$ cat src/rtl/touch_led_ctrl.sv
// Touch-key LED mode controller: synchronizes and debounces a capacitive touch level,
// classifies presses as short/long, and steps the LED through off/on/slow/fast blink.
module touch_led_ctrl #(
  parameter int DEBOUNCE_CYC = 1_000_000,
  parameter int LONG_CYC     = 50_000_000,
  parameter int SLOW_HALF    = 25_000_000,
  parameter int FAST_HALF    = 6_250_000
) (
  input  logic       sys_clk,
  input  logic       sys_rst_n,
  input  logic       touch,
  output logic       led,
  output logic [1:0] mode,
  output logic       short_press,
  output logic       long_press
);

  localparam int DW   = $clog2(DEBOUNCE_CYC);
  localparam int HW   = $clog2(LONG_CYC);
  localparam int BMAX = (SLOW_HALF > FAST_HALF) ? SLOW_HALF : FAST_HALF;
  localparam int BW   = $clog2(BMAX);

  localparam logic [DW-1:0] DB_LAST   = DW'(DEBOUNCE_CYC - 1);
  localparam logic [HW-1:0] LONG_LAST = HW'(LONG_CYC - 1);
  localparam logic [BW-1:0] SLOW_LAST = BW'(SLOW_HALF - 1);
  localparam logic [BW-1:0] FAST_LAST = BW'(FAST_HALF - 1);

  localparam logic [1:0] MODE_OFF  = 2'd0;
  localparam logic [1:0] MODE_ON   = 2'd1;
  localparam logic [1:0] MODE_SLOW = 2'd2;

  typedef enum logic [1:0] {IDLE, PRESSED, LONG_HELD} state_t;

  logic          s0_q, s0_d, s1_q, s1_d;
  logic          db_q, db_d, db_dly_q, db_dly_d;
  logic [DW-1:0] dcnt_q, dcnt_d;
  state_t        state_q, state_d;
  logic [HW-1:0] hcnt_q, hcnt_d;
  logic [1:0]    mode_q, mode_d;
  logic          short_q, short_d, long_q, long_d;
  logic [BW-1:0] bcnt_q, bcnt_d, half_last;
  logic          phase_q, phase_d;
  logic          led_q, led_d;
  logic          rise, fall;

  always_comb begin
    s0_d     = touch;
    s1_d     = s0_q;
    db_d     = db_q;
    dcnt_d   = '0;
    db_dly_d = db_q;
    if (s1_q != db_q) begin
      if (dcnt_q == DB_LAST) db_d = s1_q;
      else                   dcnt_d = dcnt_q + 1'b1;
    end

    rise = db_q & ~db_dly_q;
    fall = ~db_q & db_dly_q;

    // A release on the terminal hold cycle still counts as a short press.
    state_d = state_q;
    hcnt_d  = hcnt_q;
    mode_d  = mode_q;
    short_d = 1'b0;
    long_d  = 1'b0;
    case (state_q)
      IDLE: begin
        if (rise) begin
          state_d = PRESSED;
          hcnt_d  = '0;
        end
      end
      PRESSED: begin
        if (fall) begin
          state_d = IDLE;
          short_d = 1'b1;
          mode_d  = mode_q + 2'd1;
        end else if (hcnt_q == LONG_LAST) begin
          state_d = LONG_HELD;
          long_d  = 1'b1;
          mode_d  = MODE_OFF;
        end else begin
          hcnt_d = hcnt_q + 1'b1;
        end
      end
      LONG_HELD: if (fall) state_d = IDLE;
      default:   state_d = IDLE;
    endcase

    // Restarting the blink on a mode change makes the first phase a full high half-period.
    half_last = (mode_q == MODE_SLOW) ? SLOW_LAST : FAST_LAST;
    bcnt_d    = '0;
    phase_d   = phase_q;
    if (mode_d != mode_q) begin
      phase_d = 1'b1;
    end else if (mode_q[1]) begin
      if (bcnt_q == half_last) phase_d = ~phase_q;
      else                     bcnt_d  = bcnt_q + 1'b1;
    end

    case (mode_q)
      MODE_OFF: led_d = 1'b0;
      MODE_ON:  led_d = 1'b1;
      default:  led_d = phase_q;
    endcase
  end

  always_ff @(posedge sys_clk or negedge sys_rst_n) begin
    if (!sys_rst_n) begin
      s0_q     <= 1'b0;
      s1_q     <= 1'b0;
      db_q     <= 1'b0;
      db_dly_q <= 1'b0;
      dcnt_q   <= '0;
      state_q  <= IDLE;
      hcnt_q   <= '0;
      mode_q   <= MODE_OFF;
      short_q  <= 1'b0;
      long_q   <= 1'b0;
      bcnt_q   <= '0;
      phase_q  <= 1'b1;
      led_q    <= 1'b0;
    end else begin
      s0_q     <= s0_d;
      s1_q     <= s1_d;
      db_q     <= db_d;
      db_dly_q <= db_dly_d;
      dcnt_q   <= dcnt_d;
      state_q  <= state_d;
      hcnt_q   <= hcnt_d;
      mode_q   <= mode_d;
      short_q  <= short_d;
      long_q   <= long_d;
      bcnt_q   <= bcnt_d;
      phase_q  <= phase_d;
      led_q    <= led_d;
    end
  end

  assign led         = led_q;
  assign mode        = mode_q;
  assign short_press = short_q;
  assign long_press  = long_q;

endmodule

$ cat config.mk
export PLATFORM = sky130hd
export DESIGN_NAME = touch_led_ctrl
export DESIGN_NICKNAME = d
export VERILOG_FILES = /design/src/rtl/touch_led_ctrl.sv
export SDC_FILE = /design/constraint.sdc
export NUM_CORES = 1
export LEC_CHECK = 0
export BUFFER_PORTS_ARGS = -buffer_cell sky130_fd_sc_hd__clkbuf_2
export CORE_MARGIN = 1.5
export CORE_UTILIZATION = 38
export CTS_CLUSTER_DIAMETER = 60
export CTS_CLUSTER_SIZE = 20
export DETAILED_ROUTE_END_ITERATION = 6
export GPL_TIMING_DRIVEN = 1
export PLACE_DENSITY = 0.65
export SLEW_MARGIN = 20
export SYNTH_ARGS = -nofsm -noshare
export SYNTH_HDL_FRONTEND = slang
export SYNTH_SLANG_ARGS = --single-unit
$ cat constraint.sdc
create_clock -name sys_clk -period 2.4 [get_ports sys_clk]
set_clock_uncertainty 0.15 [all_clocks]
set_input_delay 0.48 -clock sys_clk [delete_from_list [all_inputs] [get_ports sys_clk]]
set_output_delay 0.48 -clock sys_clk [all_outputs]
set_load 0.01 [all_outputs]
==> reports/qor.csv <==
stage,metric,value,unit
global_route,vias in the first global route,3285,
floorplanning,Die Wd,109,µm
drt,1st-iter DRT viols,212,
critical_path,Crit. End Element,flip-flop,
sta,worst slew pin tran,537,ps
drt,DR WL/cell,14.3,µm
final_layout,# diodes,0,
drt,routed wire length,9.03,mm
drt,via count,3368,
final_layout,layout net count,494,
synth,commonest cells in the netlist,"dfrtp_1 (82), nor2_1 (70), nand2_1 (38)",
drt,Final ANT Viol Nets,0,
clocking,clk slew on worst S/H paths,60,ps
final_layout,Syn-to-layout area delta,16.9,%
synth,Yosys top cell area share,47.8,%
global_route,initial antenna violation count,0,
placed_design,GPL Wtd Cong,0.881,
sta,fin crit share,96.8,%
synth,most frequent cell after synthesis,dfrtp_1,
power_and_ir_drop,Max VDD drop,0.440,mV
status,status,finished clean,
clocking,"Clk Latency, worst-skew pair",340,ps
placed_design,IO Port Bufs,7,
final_layout,Layout Cells excl Fill,632,
synth,Yosys top cell by area,dfrtp_1,
critical_path,CP max stage cell,or4_4,
critical_path,Max Fanout on Critical Path,12,
synth,Mapped Area,4290,µm²
run,Max-Cap Viols,0,
floorplanning,core area,10900,µm²
clocking,CTS max path bufs,2,
sta,Setup Viol. Count Final,0,
synth,Synth Warn #,0,
critical_path,Max stage delay on crit path,530,ps
global_route,GRT overflow,0,
floorplanning,# IOs,8,
synth,simple-gate portion of the synthesized area,30.2,%
synth,Cell variety after synth,45,
drt,DRC,0,
critical_path,CP arrival,2400,ps
synth,"Primary FF master, synth",dfrtp_1,
sta,fmax,430,MHz
sta,hold_ws,96.0,ps
synth,XOR/XNOR Fraction of Synth Area,9.39,%
critical_path,WS Path Type,reg -> reg,
placed_design,dpl cells,612,
sta,Final Hold Fails,0,
clocking,CTS tree,built,
synth,syn_area_per_cell,9.47,µm²
critical_path,Worst EP required,2480,ps
synth,Synth Net Count,460,
synth,post-synthesis compound-gate area fraction,6.39,%
global_route,Tot GR Track Use,16.7,%
global_route,first-pass GRT wire length,15.3,mm
synth,post-synthesis mux area share,0.729,%
placed_design,post-detail-place hpwl,6.12,mm
power_and_ir_drop,pwr dens,563,nW/µm²
synth,"flops & latches, synth",83,
floorplanning,Row Count,38,
clocking,Num CTS Buffers,9,
critical_path,Critical Path Source Type,flip-flop,
clocking,Clock Sinks,83,
synth,ys async rst share,100,%
synth,post-synthesis sequential area ratio,48.5,%
power_and_ir_drop,P_leak,2.05,nW
sta,max-slew violation count,0,
clocking,H-tree depth,3,
synth,Post-synth EDFFs,0,
synth,synth top area cells,"dfrtp_1 (48%), nor2_1 (6.1%), xnor2_1 (5.1%), xor2_1 (4.3%), nand4_1 (3.6%)",
synth,largest family of logic cells by synthesized area,simple AND/OR/NAND/NOR gates,
drt,drt pass-1 iters,4,
final_layout,fraction of layout cells with a size suffix above 1,12.8,%
global_route,pin count of the biggest net entering global routing,37,
drt,Via density,5.33,
sta,Tmin final,2320,ps
synth,post-synthesis adder-cell area fraction,1.40,%
floorplanning,die area,11900,µm²
hold_path,Worst Hold Class,in -> reg,
clocking,Root Driver,clkbuf_16,
critical_path,cell breakdown of the critical path,inv_2 > ha_2 > nand4bb_1 > or4_4 > a2111oi_4 > or4b_4 > clkbuf_16 > nor2_1,
floorplanning,initial core utilization,39.2,%
sta,max_slew headroom,63.9,%
synth,Post-Synthesis Cells,453,
floorplanning,Die Height,109,µm
repair_timing:
item,CTS,global route
gates resized for setup,0,6
buffers inserted,0,2
hold endpoints to repair,26,0
hold buffers,1,0
setup endpoints to repair,0,25
worst paths after layout:
check	start	endpoint	slack [ps]	depth (start not counted)
setup / recovery	mode[0]$_DFF_PN0_	bcnt_q[6]$_DFF_PN0_	80	8
hold / removal	touch	s0_q$_DFF_PN0_	100	1
setup reg to reg	mode[0]$_DFF_PN0_	bcnt_q[6]$_DFF_PN0_	80	8
hold reg to reg	s0_q$_DFF_PN0_	s1_q$_DFF_PN0_	200	0
max in group asynchronous	sys_rst_n	bcnt_q[4]$_DFF_PN0_	1020	3
min in group asynchronous	sys_rst_n	mode[0]$_DFF_PN0_	460	2
layer usage:
layer / vias to the layer above / track usage (%) / routed length [µm] / share of wire (%)
met5: - / 0 / 0 / 0
met4: 0 / 6.31 / 160 / 1.8
met3: 13 / 4.72 / 343 / 3.8
met2: 55 / 26.3 / 4150 / 46
met1: 1630 / 21.7 / 4380 / 48
li1: 1670 / - / - / -
sequential cells by signal, indices dropped and copies added (netlist names):
signal and flops:
bcnt_q 25, db_dly_d 1, db_dly_q 1, dcnt_q 20, hcnt_q 26, led 1, long_press 1, mode 2
phase_q 1, s0_q 1, s1_q 1, short_press 1, state_q 2
metrics by stage:
step	cell area, µm²	setup TNS (ps)	worst slack (ps)	total power (W)	utilization [%]
2_1_floorplan	4290	0	15.8	0.00145	-
3_3_place_gp	4660	0	72.0	0.00149	42.6
3_5_place_dp	4660	0	15.0	0.00149	42.6
4_1_cts	4960	0	1.83	0.00287	45.3
5_1_grt	5010	-256	-20.0	0.00293	45.9
6_report	5010	0	76.1	0.00282	45.9
layout make-up:
class | instances | area, µm²
timing repair buffer | 37 | 320
multi-input combinational | 339 | 2090
tap | 140 | 175
sequential | 83 | 2080
clock buffer | 14 | 254
inverter | 17 | 63.8
clock inverter | 2 | 35.0
fill | 1015 | 5920
cell families (layout without fill, tap and decap cells):
logic type,after synthesis,in the layout
multiplexers,3,3
AO/OA/AOI/OAI,42,42
flip-flops,83,83
buffers and inverters,31,70
AND/OR/NAND/NOR,243,243
XOR/XNOR,46,46
adder cells (fa/ha/maj),5,5
cell usage in the layout (no fill, tap or decap), types with 10 or more instances in the layout:
| cell | count |
|---|---|
| nor2_1 | 70 |
| clkbuf_16 | 10 |
| a21oi_1 | 12 |
| nand4_1 | 25 |
| nand2_1 | 38 |
| or3_1 | 12 |
| or4_1 | 10 |
| nand3_1 | 25 |
| buf_4 | 26 |
| xor2_1 | 21 |
| dfrtp_1 | 82 |
| xnor2_1 | 25 |
| o21ai_0 | 14 |
| inv_1 | 16 |
power by group:
part	total, W	switching, W	internal, W	leakage (nW)
combinational	0.0000533	0.0000384	0.0000149	0.756
sequential	0.00141	0.00000504	0.00141	1.15
clock	0.00136	0.000524	0.000834	0.141
critical path, delay by kind of cell, from the launching register on:
family                   cells  cell delay, ps
AND/OR/NAND/NOR              4             910
adder cells (fa/ha/maj)      1             170
flip-flops                   1             390
buffers and inverters        2             230
AO/OA/AOI/OAI                1             350
No activity file was read; power rests on OpenSTA's default activity.
